--- config.mk ---
export PLATFORM = sky130hd
export DESIGN_NAME = rs232_uart_core
export DESIGN_NICKNAME = d
export VERILOG_FILES = /design/src/rtl/rs232_uart_core.sv
export SDC_FILE = /design/constraint.sdc
export NUM_CORES = 1
export LEC_CHECK = 0
export ABC_AREA = 1
export ABC_CLOCK_PERIOD_IN_PS = 4600
export BUFFER_PORTS_ARGS = -buffer_cell sky130_fd_sc_hd__buf_4
export CAP_MARGIN = 25
export CORE_UTILIZATION = 35
export CTS_CLUSTER_DIAMETER = 200
export DETAILED_ROUTE_END_ITERATION = 6
export PLACE_DENSITY = 0.58
export RECOVER_POWER = 100
export SETUP_SLACK_MARGIN = 0.5
export SYNTH_ARGS = -nofsm -noshare
export SYNTH_HDL_FRONTEND = slang
export SYNTH_SLANG_ARGS = --single-unit
--- constraint.sdc ---
create_clock -name clk -period 4.6 [get_ports clk]
set_input_delay 0.69 -clock clk [delete_from_list [all_inputs] [get_ports clk]]
set_output_delay 0.69 -clock clk [all_outputs]
set_load 0.03 [all_outputs]
--- src/rtl/rs232_uart_core.sv ---
// 8N1 RS-232 port with 16x oversampled receiver and FIFOs on both directions.
// Latency: TX line falls within DIV+2 clocks of first push; RX byte visible <=3 clocks after stop centre.
// Backpressure: writes to a full TX FIFO and RX bytes arriving at a full RX FIFO are dropped.

// Generic FIFO with registered count and first-word fall-through head.
// Latency: flags update the cycle after the push/pop that changes them.
// Backpressure: push ignored when full (even with a same-cycle pop), pop ignored when empty.
module uart_fifo #(
  parameter int DEPTH = 16,
  parameter int WIDTH = 8
) (
  input  logic             clk,
  input  logic             reset,
  input  logic             push,
  input  logic [WIDTH-1:0] push_dat,
  input  logic             pop,
  output logic [WIDTH-1:0] head,
  output logic             full,
  output logic             empty
);
  localparam int AW = $clog2(DEPTH);

  logic [WIDTH-1:0] mem [DEPTH];
  logic [AW-1:0]    wr_ptr;
  logic [AW-1:0]    rd_ptr;
  logic [AW:0]      count;
  logic             do_push;
  logic             do_pop;

  assign do_push = push && (count < (AW+1)'(DEPTH));
  assign do_pop  = pop && (count != '0);
  assign full    = (count == (AW+1)'(DEPTH));
  assign empty   = (count == '0);
  assign head    = mem[rd_ptr];

  always_ff @(posedge clk or negedge reset) begin
    if (!reset) begin
      wr_ptr <= '0;
      rd_ptr <= '0;
      count  <= '0;
    end else begin
      if (do_push) wr_ptr <= wr_ptr + 1'b1;
      if (do_pop)  rd_ptr <= rd_ptr + 1'b1;
      case ({do_push, do_pop})
        2'b10:   count <= count + 1'b1;
        2'b01:   count <= count - 1'b1;
        default: count <= count;
      endcase
    end
  end

  always_ff @(posedge clk) begin
    if (do_push) mem[wr_ptr] <= push_dat;
  end
endmodule

// PicoBlaze-facing UART core: TX FIFO -> serialiser, deserialiser -> RX FIFO.
// Latency: see file header; rx_data_out advances one cycle after an ack.
// Backpressure: tx_buffer_full signals a full TX FIFO; RX overflow loses the newest byte.
module rs232_uart_core #(
  parameter int CLK_FREQ   = 100_000_000,
  parameter int BAUD       = 115200,
  parameter int FIFO_DEPTH = 16
) (
  input  logic       clk,
  input  logic       reset,
  input  logic [7:0] tx_data_in,
  input  logic       write_tx_data,
  output logic       tx_buffer_full,
  output logic [7:0] rx_data_out,
  input  logic       read_rx_data_ack,
  output logic       rx_data_present,
  output logic       rs232_tx,
  input  logic       rs232_rx
);
  localparam int DIV = CLK_FREQ / (16 * BAUD);
  localparam int BW  = $clog2(DIV + 1);

  localparam logic [1:0] TX_IDLE  = 2'd0;
  localparam logic [1:0] TX_START = 2'd1;
  localparam logic [1:0] TX_DATA  = 2'd2;
  localparam logic [1:0] TX_STOP  = 2'd3;

  localparam logic [1:0] RX_IDLE  = 2'd0;
  localparam logic [1:0] RX_START = 2'd1;
  localparam logic [1:0] RX_DATA  = 2'd2;
  localparam logic [1:0] RX_STOP  = 2'd3;

  logic [BW-1:0] baud_cnt;
  logic          tick;

  logic [7:0] tx_head;
  logic       tx_full;
  logic       tx_empty;
  logic       tx_pop;
  logic [1:0] tx_state;
  logic [3:0] tx_tick;
  logic [2:0] tx_bit;
  logic [7:0] tx_shift;

  logic       rx_meta;
  logic       rx_sync;
  logic       rx_prev;
  logic       rx_fall;
  logic [1:0] rx_state;
  logic [3:0] rx_tick;
  logic [2:0] rx_bit;
  logic [7:0] rx_shift;
  logic       rx_push;
  logic [7:0] rx_head;
  logic       rx_full;
  logic       rx_empty;

  assign tick = (baud_cnt == BW'(DIV - 1));

  always_ff @(posedge clk or negedge reset) begin
    if (!reset) baud_cnt <= '0;
    else        baud_cnt <= tick ? '0 : baud_cnt + 1'b1;
  end

  uart_fifo #(.DEPTH(FIFO_DEPTH), .WIDTH(8)) u_tx_fifo (
    .clk      (clk),
    .reset    (reset),
    .push     (write_tx_data),
    .push_dat (tx_data_in),
    .pop      (tx_pop),
    .head     (tx_head),
    .full     (tx_full),
    .empty    (tx_empty)
  );

  assign tx_buffer_full = tx_full;

  // A new byte is taken either from idle or at the end of the stop bit, so frames run back to back.
  assign tx_pop = tick && !tx_empty &&
                  ((tx_state == TX_IDLE) || ((tx_state == TX_STOP) && (tx_tick == 4'd15)));

  always_ff @(posedge clk or negedge reset) begin
    if (!reset) begin
      tx_state <= TX_IDLE;
      tx_tick  <= '0;
      tx_bit   <= '0;
      tx_shift <= '0;
      rs232_tx <= 1'b1;
    end else if (tick) begin
      case (tx_state)
        TX_IDLE: begin
          tx_tick <= '0;
          if (tx_pop) begin
            tx_state <= TX_START;
            tx_shift <= tx_head;
            rs232_tx <= 1'b0;
          end
        end
        TX_START: begin
          tx_tick <= tx_tick + 1'b1;
          if (tx_tick == 4'd15) begin
            tx_state <= TX_DATA;
            tx_bit   <= '0;
            rs232_tx <= tx_shift[0];
          end
        end
        TX_DATA: begin
          tx_tick <= tx_tick + 1'b1;
          if (tx_tick == 4'd15) begin
            if (tx_bit == 3'd7) begin
              tx_state <= TX_STOP;
              rs232_tx <= 1'b1;
            end else begin
              tx_bit   <= tx_bit + 1'b1;
              tx_shift <= {1'b0, tx_shift[7:1]};
              rs232_tx <= tx_shift[1];
            end
          end
        end
        TX_STOP: begin
          tx_tick <= tx_tick + 1'b1;
          if (tx_tick == 4'd15) begin
            if (tx_pop) begin
              tx_state <= TX_START;
              tx_shift <= tx_head;
              rs232_tx <= 1'b0;
            end else begin
              tx_state <= TX_IDLE;
            end
          end
        end
        default: tx_state <= TX_IDLE;
      endcase
    end
  end

  always_ff @(posedge clk or negedge reset) begin
    if (!reset) begin
      rx_meta <= 1'b1;
      rx_sync <= 1'b1;
      rx_prev <= 1'b1;
    end else begin
      rx_meta <= rs232_rx;
      rx_sync <= rx_meta;
      rx_prev <= rx_sync;
    end
  end

  assign rx_fall = rx_prev && !rx_sync;
  assign rx_push = tick && (rx_state == RX_STOP) && (rx_tick == 4'd15) && rx_sync && !rx_full;

  // Start is qualified at its centre (tick 8); later samples land 16 ticks apart on bit centres.
  always_ff @(posedge clk or negedge reset) begin
    if (!reset) begin
      rx_state <= RX_IDLE;
      rx_tick  <= '0;
      rx_bit   <= '0;
      rx_shift <= '0;
    end else begin
      case (rx_state)
        RX_IDLE: begin
          if (rx_fall) begin
            rx_state <= RX_START;
            rx_tick  <= '0;
          end
        end
        RX_START: begin
          if (tick) begin
            if (rx_tick == 4'd7) begin
              rx_tick  <= '0;
              rx_bit   <= '0;
              rx_state <= rx_sync ? RX_IDLE : RX_DATA;
            end else begin
              rx_tick <= rx_tick + 1'b1;
            end
          end
        end
        RX_DATA: begin
          if (tick) begin
            rx_tick <= rx_tick + 1'b1;
            if (rx_tick == 4'd15) begin
              rx_shift <= {rx_sync, rx_shift[7:1]};
              rx_bit   <= rx_bit + 1'b1;
              if (rx_bit == 3'd7) rx_state <= RX_STOP;
            end
          end
        end
        RX_STOP: begin
          if (tick) begin
            rx_tick <= rx_tick + 1'b1;
            if (rx_tick == 4'd15) rx_state <= RX_IDLE;
          end
        end
        default: rx_state <= RX_IDLE;
      endcase
    end
  end

  uart_fifo #(.DEPTH(FIFO_DEPTH), .WIDTH(8)) u_rx_fifo (
    .clk      (clk),
    .reset    (reset),
    .push     (rx_push),
    .push_dat (rx_shift),
    .pop      (read_rx_data_ack),
    .head     (rx_head),
    .full     (rx_full),
    .empty    (rx_empty)
  );

  assign rx_data_present = !rx_empty;
  assign rx_data_out     = rx_empty ? 8'h00 : rx_head;
endmodule

# Word-level counts from Yosys, hierarchy flattened
# Memory sizes are Yosys's and may differ from the RTL's.
# Cells that the tools add are included.
# W data, S select, Z words.
classes:
  magnitude_cmp: 2
  bitwise_logic: 0
  multipliers: 0
  eq_ne: 33
  n_reduce_logical: 38
  addsub: 13
  mux: 51
  div_mod_pow: 0
  shifts: 0
ops:
  columns: ["op", "n"]
  rows:
  - ["$mux W8", 5]
  - ["$mux W2", 14]
  - ["$add A4 B1 Y4 const B", 6]
  - ["$pmux W8 S3", 1]
  - ["$ne A2 B2 Y1 const B", 11]
  - ["$mux W3", 7]
  - ["$pmux W5 S2", 2]
  - ["$mux W4", 4]
  - ["$pmux W2 S4", 2]
  - ["$reduce_and A5 Y1", 3]
  - ["$eq A2 B2 Y1 const B", 6]
  - ["$logic_and A1 B1 Y1", 12]
  - ["$pmux W3 S2", 2]
  - ["$pmux W4 S3", 1]
  - ["$add A5 B1 Y5 const B", 2]
  - ["$eq A5 B5 Y1 const B", 2]
  - ["$logic_not A5 Y1", 2]
  - ["$lt A5 B5 Y1 const B", 2]
  - ["$mux W1", 10]
  - ["$reduce_bool A5 Y1", 2]
  - ["$sub A5 B1 Y5 const B", 2]
  - ["$eq A2 B1 Y1 const B", 4]
  - ["$eq A4 B4 Y1 const B", 2]
  - ["$ne A2 B1 Y1 const B", 4]
  - ["19 further kinds", 29]
word_totals:
  inputBits: 13
  n_memories: 2
  register_bits: 70
  output_inout_bits: 11
  latchBits: 0
  wordCells: 158
  mem_bits_ro: 0
  mem_bits_rw: 256
mem_list:
  columns: ["name", "words", "width", "read_ports", "rd_ports_with_merged_regs", "wr", "line", "text"]
  rows:
  - ["u_rx_fifo.mem", 16, 8, 1, 0, 1, "23", "logic [WIDTH-1:0] mem [DEPTH];"]
  - ["u_tx_fifo.mem", 16, 8, 1, 0, 1, "23", null]

# Depth between registers and ports, before layout
logic_depth:
  depth_word: 8
  ltp_mapped: 17
  mapped_depth_nobuf: 16

# By module
# Synthesis repeated with hierarchy kept, for this count alone.
unflattened:
  cells_unflattened: 1509
  hier_area_um2: 14814.2
by_module_without_submodules:
  columns: ["mod", "instances", "area_each_um2", "seq_area_each_um2", "cells_each"]
  rows:
  - ["uart_fifo", 2, 6208.5, 4169.0, 616]
  - ["rs232_uart_core", 1, 2397.3, 1106.1, 277]

# Least setup slack after synthesis
# Ideal clock, no wire load.
synth_path:
  path_kind: "register to register"
  start: "register u_rx_fifo.count[1]"
  end: "register u_rx_fifo.count[4]"
  setup_ns: 0.117
  required_time_ns: 4.483
  path_buffers: 1
  synth_period_minus_slack_ns: 2.444
  t_arrival_ns: 2.327
  path_stages_with_launch: 18
  setup_slack_ns: 2.156
  path_cell_list: "dfrtp_1 -> nor2_1 -> nand2_1 -> nor3_1 -> inv_2 -> nand2_1 -> inv_1 -> ha_1 -> clkbuf_1 -> xor2_1 -> ha_1 -> a21oi_1 -> nor2_1 -> nand2_1 -> nand2_1 -> xor2_1 -> nand2_1 -> nand2_1"
synth_via:
  word_cells_on_any_way: 13
  classes_between: "add/sub (2); order compare (1); eq/ne (3); mux (1); reduce/logical (6)"
synth_lines:
  columns: ["item", "line", "text"]
  rows:
  - ["start, declared", "26", "logic [AW:0] count;"]
  - ["start signal, assigned", "45", "2'b10: count <= count + 1'b1;"]
  - ["start signal, assigned", "46", "2'b01: count <= count - 1'b1;"]
  - ["start signal, assigned", "47", "default: count <= count;"]
  - ["$reduce_bool A5 Y1 *", "31", "assign do_pop = pop && (count != '0);"]
  - ["$logic_and A1 B1 Y1 *", "31", null]
  - ["net u_rx_fifo.do_pop", "28", "logic do_pop;"]
  - ["$eq A2 B1 Y1 / $eq A2 B2 Y1 (equally long branches)", "44", "case ({do_push, do_pop})"]
  - ["$pmux W5 S2 / $reduce_bool A2 Y1 (equally long branches)", null, null]
# The timed path passes the listed nets; every way through them passes the cells marked *.
# A chain may end at the register's enable or synchronous reset.

# Final worst setup path
layout_path:
  start: "register baud_cnt[1]"
  end: "register u_rx_fifo.count[4]"
layout_via:
  elab_chain_cells: 8
  word_cells_on_any_way: 10
  classes_between: "eq/ne (3); mux (1); reduce/logical (6)"
layout_lines:
  columns: ["item", "line", "text"]
  rows:
  - ["start, declared", "89", "logic [BW-1:0] baud_cnt;"]
  - ["start signal, assigned", "118", "else baud_cnt <= tick ? '0 : baud_cnt + 1'b1;"]
  - ["$eq A6 B6 Y1 *", "114", "assign tick = (baud_cnt == BW'(DIV - 1));"]
  - ["$logic_and A1 B1 Y1 * (4 in a row)", "206", "assign rx_push = tick && (rx_state == RX_STOP) && (rx_tick == 4'd15) && rx_sync && !rx_full;"]
  - ["$logic_and A1 B1 Y1 *", "30", "assign do_push = push && (count < (AW+1)'(DEPTH));"]
  - ["$eq A2 B1 Y1 / $eq A2 B2 Y1 (equally long branches)", "44", null]
  - ["$pmux W5 S2 / $reduce_bool A2 Y1 (equally long branches)", null, null]
# Mark *: on every way between the ends. The rest lies on a longest branch, timed or not.

==> reports/summary.md <==
The flow ran to the end, but the final reports show violations. The checks that failed: capacitance limit, slew limit. Excluding fillers, the count of instances in the completed layout stands at 1,925.

The die covers 41,700 um^2. Classification of the worst setup path: flop to flop. The worst setup path is launched from a flop. Global routing consumed, on the met2 layer, 26.3% of the routing resources. Number of pins exceeding their max-slew limit in the final report: 66. The floorplan has 73 rows. The logs give 0 ps for the aggregate negative setup slack and 0 for the total count of hold-check failures in the final report. For this block, the via count after detailed routing is 9,321. The Yosys warning count was 0; the initial antenna violation count was 0.

The fraction of registers with async set/reset was 21.5%. For the initial detailed-routing violation count, the log shows 703. The peak fanout along the critical path was 17. The total clock buffers created by CTS was 37; the maximum number of pins on one net before global-route repair was 73.

From left edge to right edge, the die measures 204 um. For the pin with the worst max-slew slack, the measured transition is 1680 ps. Counting I/O delays and the setup requirement, the final critical path takes 3590 ps. The number of enable-type register cells in the synthesized netlist was 256.

Setup repair after global routing left no endpoint under its margin. After synthesis the cells add up to 14,300 um^2. The worst-case IR drop observed on VDD is 0.325 mV. Fill cells in the final layout number 3,884.

The root buffer cell chosen for the clock tree is sky130_fd_sc_hd__clkbuf_16. The final design instance area without fill is 16,000 um^2. The placed instances occupy a cell area of 14,900 um^2. OpenSTA, run right after detailed placement, puts the worst setup slack at 1650 ps.

Overall power consumption after layout is estimated at 7.71 mW. The synthesized area per cell is 10.5 um^2, and the number of detailed-route iterations in the first pass is 5. The core region is 40,000 um^2.

After synthesis, the netlist uses 38 different library cells. In the final design database the tool counted 1,418 nets. The logs give 0 for the number of resized instances in the post-cts repair step and 1,358 for the gate count after technology mapping. The most common flop cell mapped by yosys is sky130_fd_sc_hd__edfxtp_1.

The CTS sink count came out at 326. The tools report the I/O pin count as 24. TritonCTS built the clock tree.

Once the floorplan was initialized, standard cells occupied 35.8% of the core. Between clock sinks in the finished design, the worst skew comes to 14.2 ps. The tools report the via count of the first global-routing pass as 9,170. Once detail routing completed, the nets flagged for antenna violations numbered 0. The run gives 1 as the number of maximum-capacitance constraint violations.

Setup violations remaining at the end of the flow were counted as 0. STA classifies the critical path endpoint as a flop. In the routed layout, each cell is associated on average with a via count of 4.84. Dividing total power by cell area gives a power density of 481 nW/um^2. The post-route netlist has 5.64% of its cells at a drive strength greater than 1. After detailed placement, the design holds a cell count of 1,855.

The most congested layer reported by global routing is met2. The post-route clock period utilization is 78.0%, and the total half-perimeter wirelength after legalization and detailed placement is 19.4 mm. The total nets after synthesis was 1,403.

After detailed routing, the average wire length per cell comes to 16.6 um. Synthesis inferred 326 register bits. The placer's final routability congestion estimate came out at 0.832. The logs give 1010 ps for the least setup slack across all paths after layout and 5020 ps for the required time of the critical path. The met1 routing resource usage after global routing was 20.9%. The vertical die dimension was 204 um; the first-pass GRT wire length was 50.7 mm. For the total routing resource utilization after global routing, the log shows 15.7%. The fraction of the yosys area taken by sequential cells came out at 66.0%.

The path class of the tightest hold or removal check is input port to flop. The area growth from synthesis to layout is 12.1%. Data on the critical path arrives at its endpoint at 4000 ps.

The logs give 530 ps for the clock network latency to the later pin of the worst-skew pair and 32.0 mm for the total wirelength of the detailed-routed design. In this run the tightest slew margin relative to its limit is -11.7%. Timing would allow up to 279 MHz.

The H-tree generated during clock tree synthesis spans 2 levels. The number of remaining DRC errors came out at 0. The tools report the total global routing overflow as 0. After clock tree synthesis, the clock-pin slew on the worst setup and hold paths is 60 ps.

The antenna diode instance count is 0, and the count of input and output buffers is 23. The clock passes through at most 3 buffers. In this run the static leakage power is 6.35 nW. For this run, global-route usage on met3 was measured as 2.55%.
==> through the flow <==
stage | hold slack (ps) | util, %
after floorplan | 345 | -
after global placement | 347 | 37.3
after detailed placement | 347 | 37.3
after CTS | 245 | 40.2
after global routing | 260 | 40.1
final | 277 | 40.1
==> cell families (layout without fill, tap and decap cells) <==
| group | Yosys count | in the layout | share of synthesized area, % |
|---|---|---|---|
| buf+inv | 180 | 222 | 5.10 |
| mux | 1 | 1 | 0.0787 |
| xor+xnor | 23 | 23 | 1.41 |
| simple gates | 698 | 698 | 20.7 |
| fa+ha+maj | 32 | 32 | 2.85 |
| compound gates | 98 | 98 | 3.79 |
| flops | 326 | 326 | 66.0 |
==> layout by cell type, fill, tap and decap left out, types with 2 or more instances in the layout <==
cell / synthesis / routed
sky130_fd_sc_hd__a21oi_1: 31 / 31
sky130_fd_sc_hd__buf_12: 0 / 2
sky130_fd_sc_hd__buf_4: 3 / 7
sky130_fd_sc_hd__clkbuf_1: 19 / 29
sky130_fd_sc_hd__clkbuf_16: 0 / 39
sky130_fd_sc_hd__clkbuf_8: 0 / 3
sky130_fd_sc_hd__clkinv_1: 4 / 11
sky130_fd_sc_hd__clkinv_2: 0 / 2
sky130_fd_sc_hd__clkinvlp_4: 0 / 4
sky130_fd_sc_hd__dfrtp_1: 66 / 64
sky130_fd_sc_hd__dfrtp_2: 0 / 2
sky130_fd_sc_hd__dfstp_2: 4 / 3
sky130_fd_sc_hd__edfxtp_1: 256 / 256
sky130_fd_sc_hd__ha_1: 31 / 31
sky130_fd_sc_hd__inv_1: 115 / 115
sky130_fd_sc_hd__inv_2: 4 / 4
sky130_fd_sc_hd__nand2_1: 391 / 393
sky130_fd_sc_hd__nand2_2: 4 / 2
sky130_fd_sc_hd__nand3_1: 197 / 200
sky130_fd_sc_hd__nand3b_1: 2 / 2
sky130_fd_sc_hd__nand4_1: 7 / 7
sky130_fd_sc_hd__nor2_1: 84 / 85
sky130_fd_sc_hd__nor2_2: 2 / 2
sky130_fd_sc_hd__nor3_1: 3 / 4
sky130_fd_sc_hd__o211ai_1: 7 / 7
sky130_fd_sc_hd__o21a_1: 10 / 10
sky130_fd_sc_hd__o21ai_0: 45 / 47
sky130_fd_sc_hd__xnor2_1: 4 / 4
sky130_fd_sc_hd__xor2_1: 19 / 19
==> flip-flops by register name, indices dropped and copies added (netlist names), 4 cells and up, named ones only <==
register,flops
tx_tick,4
u_tx_fifo.wr_ptr,4
u_rx_fifo.rd_ptr,4
u_tx_fifo.rd_ptr,4
u_rx_fifo.mem,128
rx_tick,4
rx_shift,8
u_tx_fifo.count,5
baud_cnt,6
u_rx_fifo.wr_ptr,4
u_rx_fifo.count,5
u_tx_fifo.mem,128
tx_shift,8
==> what timing repair did <==
action                                 CTS  global route
hold buffers                             0             1
setup buffers                            0             0
endpoints found under the hold margin    0             5
==> worst paths after layout <==
kind	from	endpoint	slack, ps	cells after the start
min in group asynchronous	reset	u_rx_fifo.count[3]	610	2
setup / recovery	baud_cnt[1]	u_rx_fifo.count[4]	1010	15
max in group asynchronous	reset	u_tx_fifo.rd_ptr[0]	1900	3
setup reg to reg	baud_cnt[1]	u_rx_fifo.count[4]	1010	15
hold / removal	rs232_rx	rx_meta	280	1
hold reg to reg	rx_meta	rx_sync	360	0
==> synth_stat cells, types with 3 or more instances <==
| library cell | n | share of area [%] |
|---|---|---|
| sky130_fd_sc_hd__nand2_1 | 391 | 10 |
| sky130_fd_sc_hd__edfxtp_1 | 256 | 54 |
| sky130_fd_sc_hd__nand3_1 | 197 | 6.9 |
| sky130_fd_sc_hd__inv_1 | 115 | 3.0 |
| sky130_fd_sc_hd__nor2_1 | 84 | 2.2 |
| sky130_fd_sc_hd__dfrtp_1 | 66 | 12 |
| sky130_fd_sc_hd__o21ai_0 | 45 | 1.6 |
| sky130_fd_sc_hd__a21oi_1 | 31 | 1.1 |
| sky130_fd_sc_hd__ha_1 | 31 | 2.7 |
| sky130_fd_sc_hd__buf_2 | 27 | 0.94 |
| sky130_fd_sc_hd__clkbuf_1 | 19 | 0.50 |
| sky130_fd_sc_hd__xor2_1 | 19 | 1.2 |
| sky130_fd_sc_hd__o21a_1 | 10 | 0.52 |
| sky130_fd_sc_hd__nand4_1 | 7 | 0.31 |
| sky130_fd_sc_hd__o211ai_1 | 7 | 0.37 |
| sky130_fd_sc_hd__buf_1 | 6 | 0.16 |
| sky130_fd_sc_hd__clkinv_1 | 4 | 0.10 |
| sky130_fd_sc_hd__dfstp_2 | 4 | 0.73 |
| sky130_fd_sc_hd__inv_2 | 4 | 0.10 |
| sky130_fd_sc_hd__nand2_2 | 4 | 0.17 |
| sky130_fd_sc_hd__nand3_2 | 4 | 0.28 |
| sky130_fd_sc_hd__xnor2_1 | 4 | 0.24 |
| sky130_fd_sc_hd__buf_4 | 3 | 0.16 |
| sky130_fd_sc_hd__nor3_1 | 3 | 0.10 |
==> report_power, final <==
group | leakage [nW] | total [mW] | switching [mW] | internal (mW)
clock network | 0.553 | 2.83 | 1.17 | 1.66
registers | 2.92 | 3.31 | 0.0844 | 3.22
logic | 2.87 | 1.57 | 1.09 | 0.487
total | 6.35 | 7.71 | 2.34 | 5.37
==> critical path: stages (launching register included) <==
cell	delay (ps)
sky130_fd_sc_hd__dfrtp_1	400
sky130_fd_sc_hd__inv_1	60
sky130_fd_sc_hd__ha_1	150
sky130_fd_sc_hd__nand3_2	70
sky130_fd_sc_hd__nor2_1	800
sky130_fd_sc_hd__nand3_1	510
sky130_fd_sc_hd__ha_1	450
sky130_fd_sc_hd__xor2_1	190
sky130_fd_sc_hd__ha_1	210
sky130_fd_sc_hd__a21oi_1	190
sky130_fd_sc_hd__nor2_1	90
sky130_fd_sc_hd__nand2_1	60
sky130_fd_sc_hd__nand2_1	60
sky130_fd_sc_hd__xor2_1	140
sky130_fd_sc_hd__nand2_1	60
sky130_fd_sc_hd__nand2_1	40
==> cell type report <==
cell class | instances | area [um^2] | share of cell area, %
flip-flops and latches | 326 | 9450 | 58.9
multi-input cells | 852 | 4090 | 25.5
clock buffers | 51 | 1050 | 6.55
well taps | 525 | 657 | 4.10
inverters | 123 | 462 | 2.88
repair buffers | 33 | 218 | 1.36
clock inverters | 15 | 113 | 0.702
==> metal layers <==
metal	routed length, um	up-vias
met2	15500	212
met3	1550	46
met1	14300	4479
met5	0	-
li1	-	4584
met4	601	0
Power figures use the tool's default switching activity.
